`config.mk`:
```
export PLATFORM = sky130hd
export DESIGN_NAME = dmem_resp_flat
export DESIGN_NICKNAME = d
export VERILOG_FILES = /design/src/rtl/dmem_pkg.sv /design/src/rtl/dmem_resp_if.sv /design/src/rtl/dmem_array.sv /design/src/rtl/dmem_resp.sv /design/src/flat_wrapper.sv
export SDC_FILE = /design/constraint.sdc
export NUM_CORES = 2
export LEC_CHECK = 0
export ABC_AREA = 1
export BUFFER_PORTS_ARGS = -buffer_cell sky130_fd_sc_hd__buf_2
export CORE_MARGIN = 4
export CORE_UTILIZATION = 25
export CTS_BUF_LIST = sky130_fd_sc_hd__clkbuf_4 sky130_fd_sc_hd__clkbuf_8 sky130_fd_sc_hd__clkbuf_16
export CTS_CLUSTER_SIZE = 24
export DETAILED_ROUTE_END_ITERATION = 8
export PLACE_DENSITY = 0.41
export SYNTH_ARGS = -nofsm -noshare
export SYNTH_HDL_FRONTEND = slang
export SYNTH_SLANG_ARGS = --single-unit
```
`constraint.sdc`:
```
create_clock -name clk -period 6.4 [get_ports clk]
set_input_delay 1.28 -clock clk [delete_from_list [all_inputs] [get_ports clk]]
set_output_delay 1.28 -clock clk [all_outputs]
set_load 0.1 [all_outputs]
```
`src/rtl/dmem_pkg.sv`:
```
// dmem_pkg: shared types for the memory-stage data responder.
// Holds the responder state encoding and the data word width.
package dmem_pkg;
   localparam int WORD_W = 32;

   typedef enum logic [1:0] {
      IDLE,
      WAIT,
      DONE
   } state_t;
endpackage

```
`src/rtl/dmem_resp_if.sv`:
```
// dmem_resp_if: memory-stage control bus between the pipeline and
// the data responder.
// master = pipeline side (drives requests),
// slave  = responder side (returns data/stall).
interface dmem_resp_if;
   import dmem_pkg::*;

   logic              MemWriteM;
   logic              MemtoRegM;
   logic [WORD_W-1:0] ALUOutM;
   logic [WORD_W-1:0] WriteDataM;
   logic [WORD_W-1:0] ReadDataM;
   logic              StallM;
   logic              ReadValidM;

   modport master (
      output MemWriteM,
      output MemtoRegM,
      output ALUOutM,
      output WriteDataM,
      input  ReadDataM,
      input  StallM,
      input  ReadValidM
   );

   modport slave (
      input  MemWriteM,
      input  MemtoRegM,
      input  ALUOutM,
      input  WriteDataM,
      output ReadDataM,
      output StallM,
      output ReadValidM
   );
endinterface

```
`src/rtl/dmem_array.sv`:
```
// dmem_array: DEPTH_WORDS x 32 word storage, no reset.
// Ports: clk, writeEn/writeIdx/writeData (sync write),
// readIdx/readData (async read).
module dmem_array
   import dmem_pkg::*;
#(
   parameter int DEPTH_WORDS = 64
) (
   input  logic                           clk,
   input  logic                           writeEn,
   input  logic [$clog2(DEPTH_WORDS)-1:0] writeIdx,
   input  logic [WORD_W-1:0]              writeData,
   input  logic [$clog2(DEPTH_WORDS)-1:0] readIdx,
   output logic [WORD_W-1:0]              readData
);
   logic [WORD_W-1:0] mem [DEPTH_WORDS];

   always_ff @(posedge clk) begin
      if (writeEn) begin
         mem[writeIdx] <= writeData;
      end
   end

   assign readData = mem[readIdx];
endmodule

```
`src/rtl/dmem_resp.sv`:
```
// dmem_resp: multi-cycle data-memory responder for the memory stage.
// Ports: clk, reset (sync, active-low), bus (dmem_resp_if.slave).
module dmem_resp
   import dmem_pkg::*;
#(
   parameter int DEPTH_WORDS = 64,
   parameter int LATENCY     = 2
) (
   input  logic        clk,
   input  logic        reset,
   dmem_resp_if.slave  bus
);
   localparam int IDX_W = $clog2(DEPTH_WORDS);
   localparam int CNT_W = (LATENCY > 1) ? $clog2(LATENCY) : 1;
   localparam logic [CNT_W-1:0] CNT_LOAD = CNT_W'(LATENCY - 1);
   localparam logic [CNT_W-1:0] CNT_ONE  = CNT_W'(1);

   state_t            state;
   state_t            stateNext;
   logic [CNT_W-1:0]  count;
   logic [CNT_W-1:0]  countNext;

   logic [IDX_W-1:0]  idxQ;
   logic [WORD_W-1:0] dataQ;
   logic              storeQ;

   logic [WORD_W-1:0] readData;
   logic              readValid;

   logic              req;
   logic [IDX_W-1:0]  reqIdx;
   logic              accept;
   logic              finish;
   logic              stall;
   logic [IDX_W-1:0]  accIdx;
   logic [WORD_W-1:0] accData;
   logic              accStore;
   logic [WORD_W-1:0] arrRead;
   logic              arrWrite;
   logic              unusedAddrBits;

   assign req    = bus.MemWriteM | bus.MemtoRegM;
   assign reqIdx = bus.ALUOutM[IDX_W+1:2];

   assign unusedAddrBits = ^{bus.ALUOutM[WORD_W-1:IDX_W+2],
                             bus.ALUOutM[1:0]};

   // finish marks the edge that enters DONE. With LATENCY==1 that is
   // the accepting edge itself, so the live request is steered to the
   // array instead of the (not yet loaded) latch.
   always_comb begin
      stateNext = state;
      countNext = count;
      accept    = 1'b0;
      finish    = 1'b0;
      stall     = 1'b0;
      accIdx    = idxQ;
      accData   = dataQ;
      accStore  = storeQ;
      unique case (state)
         IDLE: begin
            if (req) begin
               accept    = 1'b1;
               stall     = 1'b1;
               countNext = CNT_LOAD;
               accIdx    = reqIdx;
               accData   = bus.WriteDataM;
               accStore  = bus.MemWriteM;
               if (LATENCY > 1) begin
                  stateNext = WAIT;
               end else begin
                  stateNext = DONE;
                  finish    = 1'b1;
               end
            end
         end
         WAIT: begin
            stall     = 1'b1;
            countNext = count - CNT_ONE;
            // Leave WAIT on the edge where the count reaches zero.
            if (count <= CNT_ONE) begin
               stateNext = DONE;
               finish    = 1'b1;
            end
         end
         DONE: begin
            stateNext = IDLE;
         end
         default: begin
            stateNext = IDLE;
         end
      endcase
   end

   // Reset dominates: no write, no stall, no accept while asserted.
   assign arrWrite = reset & finish & accStore;

   always_ff @(posedge clk) begin
      if (!reset) begin
         state     <= IDLE;
         count     <= '0;
         readData  <= '0;
         readValid <= 1'b0;
      end else begin
         state     <= stateNext;
         count     <= countNext;
         readValid <= finish & ~accStore;
         if (finish && !accStore) begin
            readData <= arrRead;
         end
      end
   end

   always_ff @(posedge clk) begin
      if (reset && accept) begin
         idxQ   <= reqIdx;
         dataQ  <= bus.WriteDataM;
         storeQ <= bus.MemWriteM;
      end
   end

   dmem_array #(
      .DEPTH_WORDS (DEPTH_WORDS)
   ) uArray (
      .clk       (clk),
      .writeEn   (arrWrite),
      .writeIdx  (accIdx),
      .writeData (accData),
      .readIdx   (accIdx),
      .readData  (arrRead)
   );

   assign bus.StallM     = stall & reset;
   assign bus.ReadDataM  = readData;
   assign bus.ReadValidM = readValid;
endmodule

```
`src/flat_wrapper.sv`:
```
// flat-port wrapper written by rule: the top's interface ports become plain ports
module dmem_resp_flat import dmem_pkg::*;
#(
   parameter int DEPTH_WORDS = 64,
   parameter int LATENCY     = 2
)
  (clk, reset, bus_MemWriteM, bus_MemtoRegM, bus_ALUOutM, bus_WriteDataM, bus_ReadDataM, bus_StallM, bus_ReadValidM);
  dmem_resp_if bus_i ();
  input  logic clk;
  input  logic reset;
  input wire logic [$bits(bus_i.MemWriteM)-1:0] bus_MemWriteM;
  input wire logic [$bits(bus_i.MemtoRegM)-1:0] bus_MemtoRegM;
  input wire logic [$bits(bus_i.ALUOutM)-1:0] bus_ALUOutM;
  input wire logic [$bits(bus_i.WriteDataM)-1:0] bus_WriteDataM;
  output wire logic [$bits(bus_i.ReadDataM)-1:0] bus_ReadDataM;
  output wire logic [$bits(bus_i.StallM)-1:0] bus_StallM;
  output wire logic [$bits(bus_i.ReadValidM)-1:0] bus_ReadValidM;
  assign bus_i.MemWriteM = bus_MemWriteM;
  assign bus_i.MemtoRegM = bus_MemtoRegM;
  assign bus_i.ALUOutM = bus_ALUOutM;
  assign bus_i.WriteDataM = bus_WriteDataM;
  assign bus_ReadDataM = bus_i.ReadDataM;
  assign bus_StallM = bus_i.StallM;
  assign bus_ReadValidM = bus_i.ReadValidM;
  dmem_resp #(.DEPTH_WORDS(DEPTH_WORDS), .LATENCY(LATENCY)) u_core (.clk(clk), .reset(reset), .bus(bus_i));
endmodule
```
==> qor.yml <==
crit_fanout: 44
rows: 219
drc: 0
avgSynthCellArea_um2: 10.9
grt_max_degree: 123
viasPerCell: 4.21
dieArea_um2: 367000
ioPinCount: 102
hold_viol: 0
clock_path_buffers: 4
crit_slowest_cell: "nor2_4"
outcome: "finished, final reports clean"
power_leakage_nw: 42.2
peakVddDrop_uv: 210
arrival_ns: 5.03
p_per_area_nw_per_um2: 318
yosysWarnings: 0
first_pass_iters: 5
fin_nets: 8431
critPathBufInv: 4
post_cts_buffers: 0
drv_cap: 0
clock_latency_ns: 0.88
final.setup.tns_ns: 0
synth.distinct_cells: 30
drt.antenna.violating_nets: 0
placed_area_um2: 96700
cts-root-buf: "clkbuf_16"
wl_mm: 283
drv_slew: 0
cp_cell_sequence: "buf_2 -> inv_2 -> nand2_2 -> nand2_4 -> nand2_1 -> nand2_1 -> nor2_4 -> buf_4 -> nand3_1 -> nor2_4 -> buf_4"
power_mw: 33.2
antenna_found_initial: 27
drtIter0Drc: 4692
post-dp-hpwl_mm: 160
grt_usage_pct: 15.1
wl_per_cell_um: 21.2
grt_pass1_wl_mm: 400
swShare_pct: 26.4
power.internal_mw: 24.4
cts_made_buffers: 236
final_area_um2: 104000
finalSetupViolCount: 0
num_vias: 56079
cp.required_ns: 6.94
power_frac_seq_pct: 47.3
cts_resized: 0
globalplace.congestion: 0.768
post-place-ws_ns: 0.994
ys_ff_latch: 2122
syn-num-nets: 8286
fin_skew_ns: 0.0468
fin_crit_ns: 4.49
cpLargestDelayFamily: "simple AND/OR/NAND/NOR gates"
worstSetupPathType: "in -> reg"
cts_tree: "done"
htreeDepth: 4
ys_seq_area_share_pct: 71.0
max_freq_mhz: 223
final_core_util_pct: 29.3
worst_slew_margin_rel_pct: 22.6
endpoint_kind: "register"
setup_slack_ns: 1.91
clk_pin_slew_ns: 0.06
area_growth_syn_to_layout_pct: 16.8
syn_inst: 8218
cts_sinks: 2122
die_x_um: 606
grt-ovfl-total: 0
layout-drive-gt1-share_pct: 9.18
pwr-share-comb_pct: 12.0
cpPeakStageDelay_ns: 0.80
tightestPinTransition_ns: 1.16
initial_core_util_pct: 25.1
finalCritPeriodShare_pct: 70.2
die_y_um: 606
design.core.area_um2: 356000
start_kind: "primary input"
ctsHoldBuffers: 0
grt_pass1_vias: 53659
min_path_type: "reg -> reg"
power.share.clock_pct: 40.7
syn_area_um2: 89300
fill_cells: 36740
power_switching_mw: 8.76
rsz0062_at_grt: "false"
portBuffers: 75
[logic make-up after synthesis]
kind of cell,synth area share [%]
AO/OA/AOI/OAI,4.05
buffers and inverters,9.36
flip-flops,71.0
AND/OR/NAND/NOR,15.6
[final timing paths]
kind                                            to  depth (start not counted)                                   from  slack, ns
max reg2reg    u_core.uArray.mem[16][24]$_DFFE_PP_                          9           u_core.state[1]$_SDFFE_PN0P_       2.05
max            u_core.uArray.mem[16][24]$_DFFE_PP_                         11                          bus_MemWriteM       1.91
min          u_core.bus.ReadDataM[16]$_SDFFE_PN0P_                          2  u_core.bus.ReadDataM[16]$_SDFFE_PN0P_       0.54
min reg2reg  u_core.bus.ReadDataM[16]$_SDFFE_PN0P_                          2  u_core.bus.ReadDataM[16]$_SDFFE_PN0P_       0.54
[layer usage]
metal / GRT usage, % / share of wire, % / up-vias
li1: - / - / 27056
met1: 20.3 / 44 / 27353
met2: 25.3 / 47 / 1283
met3: 2.43 / 5.6 / 385
met4: 4.16 / 2.8 / 2
met5: 0 / 0.0035 / -
[synth_stat cells]
master    number  area (um2)
nand4_1       65         407
inv_4          1        6.26
nand2_4        3        33.8
nand2_1     2384        8950
nand3_1      749        3750
a21oi_1       33         165
clkbuf_2       2        10.0
edfxtp_1    2087       62700
nor3_2         3        30.0
nand2_2        4        25.0
o211ai_1     288        2160
inv_2          5        18.8
buf_2        254        1270
o21ai_2        1        8.76
buf_1         14        52.6
nor4b_2        1        15.0
buf_6          2        22.5
dfxtp_1       35         701
nor2_2         7        43.8
o21ai_1       92         460
nand3b_1       1        7.51
buf_4          6        45.0
nor3_1         1        5.00
nor2_1       165         619
nor3_4         3        48.8
or2_1          1        6.26
inv_1       1745        6550
o21ai_0      164         821
nor2_4         1        11.3
clkbuf_1     101         379
[worst register-to-register path, cell delays in order (launching register included)]
cell	delay [ns]
dfxtp_1	0.34
nor2_4	0.20
nand2_4	0.34
nand2_1	0.17
nand2_1	0.15
nor2_4	0.62
buf_4	0.32
nand3_1	0.65
nor2_4	0.80
buf_4	0.41
[power groups by stage]
stage | clock network (mW) | registers (mW) | logic [mW]
2_1_floorplan | 0 | 16.1 | 2.13
3_3_place_gp | 0 | 16.0 | 4.04
3_5_place_dp | 0 | 16.0 | 4.06
4_1_cts | 13.9 | 15.7 | 4.07
5_1_grt | 14.4 | 15.7 | 4.39
6_report | 13.5 | 15.7 | 3.99
[layout make-up]
| cell class | count | area (um2) | share of cell area [%] |
|---|---|---|---|
| timing repair buffer | 286 | 2570 | 2.47 |
| multi-input combinational | 3966 | 18200 | 17.5 |
| clock buffer | 301 | 6450 | 6.19 |
| clock inverter | 127 | 1160 | 1.11 |
| antenna | 14 | 35.0 | 0.0336 |
| sequential | 2122 | 63400 | 60.7 |
| inverter | 1751 | 6580 | 6.30 |
| tap | 4751 | 5940 | 5.70 |
[cell usage in the layout, fill, tap and decap left out, types with 4 or more instances in the layout]
master	n
nand3_1	749
nand4_1	65
a21oi_1	33
nand2_1	2351
diode_2	14
o211ai_1	288
nor2_4	72
clkbuf_8	7
buf_4	162
edfxtp_1	2087
buf_12	49
nor2_1	100
clkbuf_4	57
nand2_4	4
clkinv_2	41
dfxtp_1	35
clkbuf_16	237
bufinv_16	21
nor3_4	6
inv_1	1745
nand2_2	35
clkinv_1	56
o21ai_1	93
clkinvlp_4	4
inv_2	5
buf_2	75
o21ai_0	163
[stage by stage]
| stage | hold slack, ns | cells |
|---|---|---|
| detailed placement | 0.528 | 12876 |
| floorplan | 0.441 | 8218 |
| CTS | 0.521 | 13304 |
| global route | 0.549 | 13305 |
| global placement | 0.529 | 12876 |
| finish | 0.544 | 13318 |
[registers in the layout, summed over array words and instances, names as in the netlist]
signal	cells
u_core.bus.ReadDataM	32
u_core.bus.ReadValidM	1
u_core.dataQ	32
u_core.idxQ	6
u_core.state	2
u_core.storeQ	1
u_core.uArray.mem	2048
(Power assumes the default switching activity.)
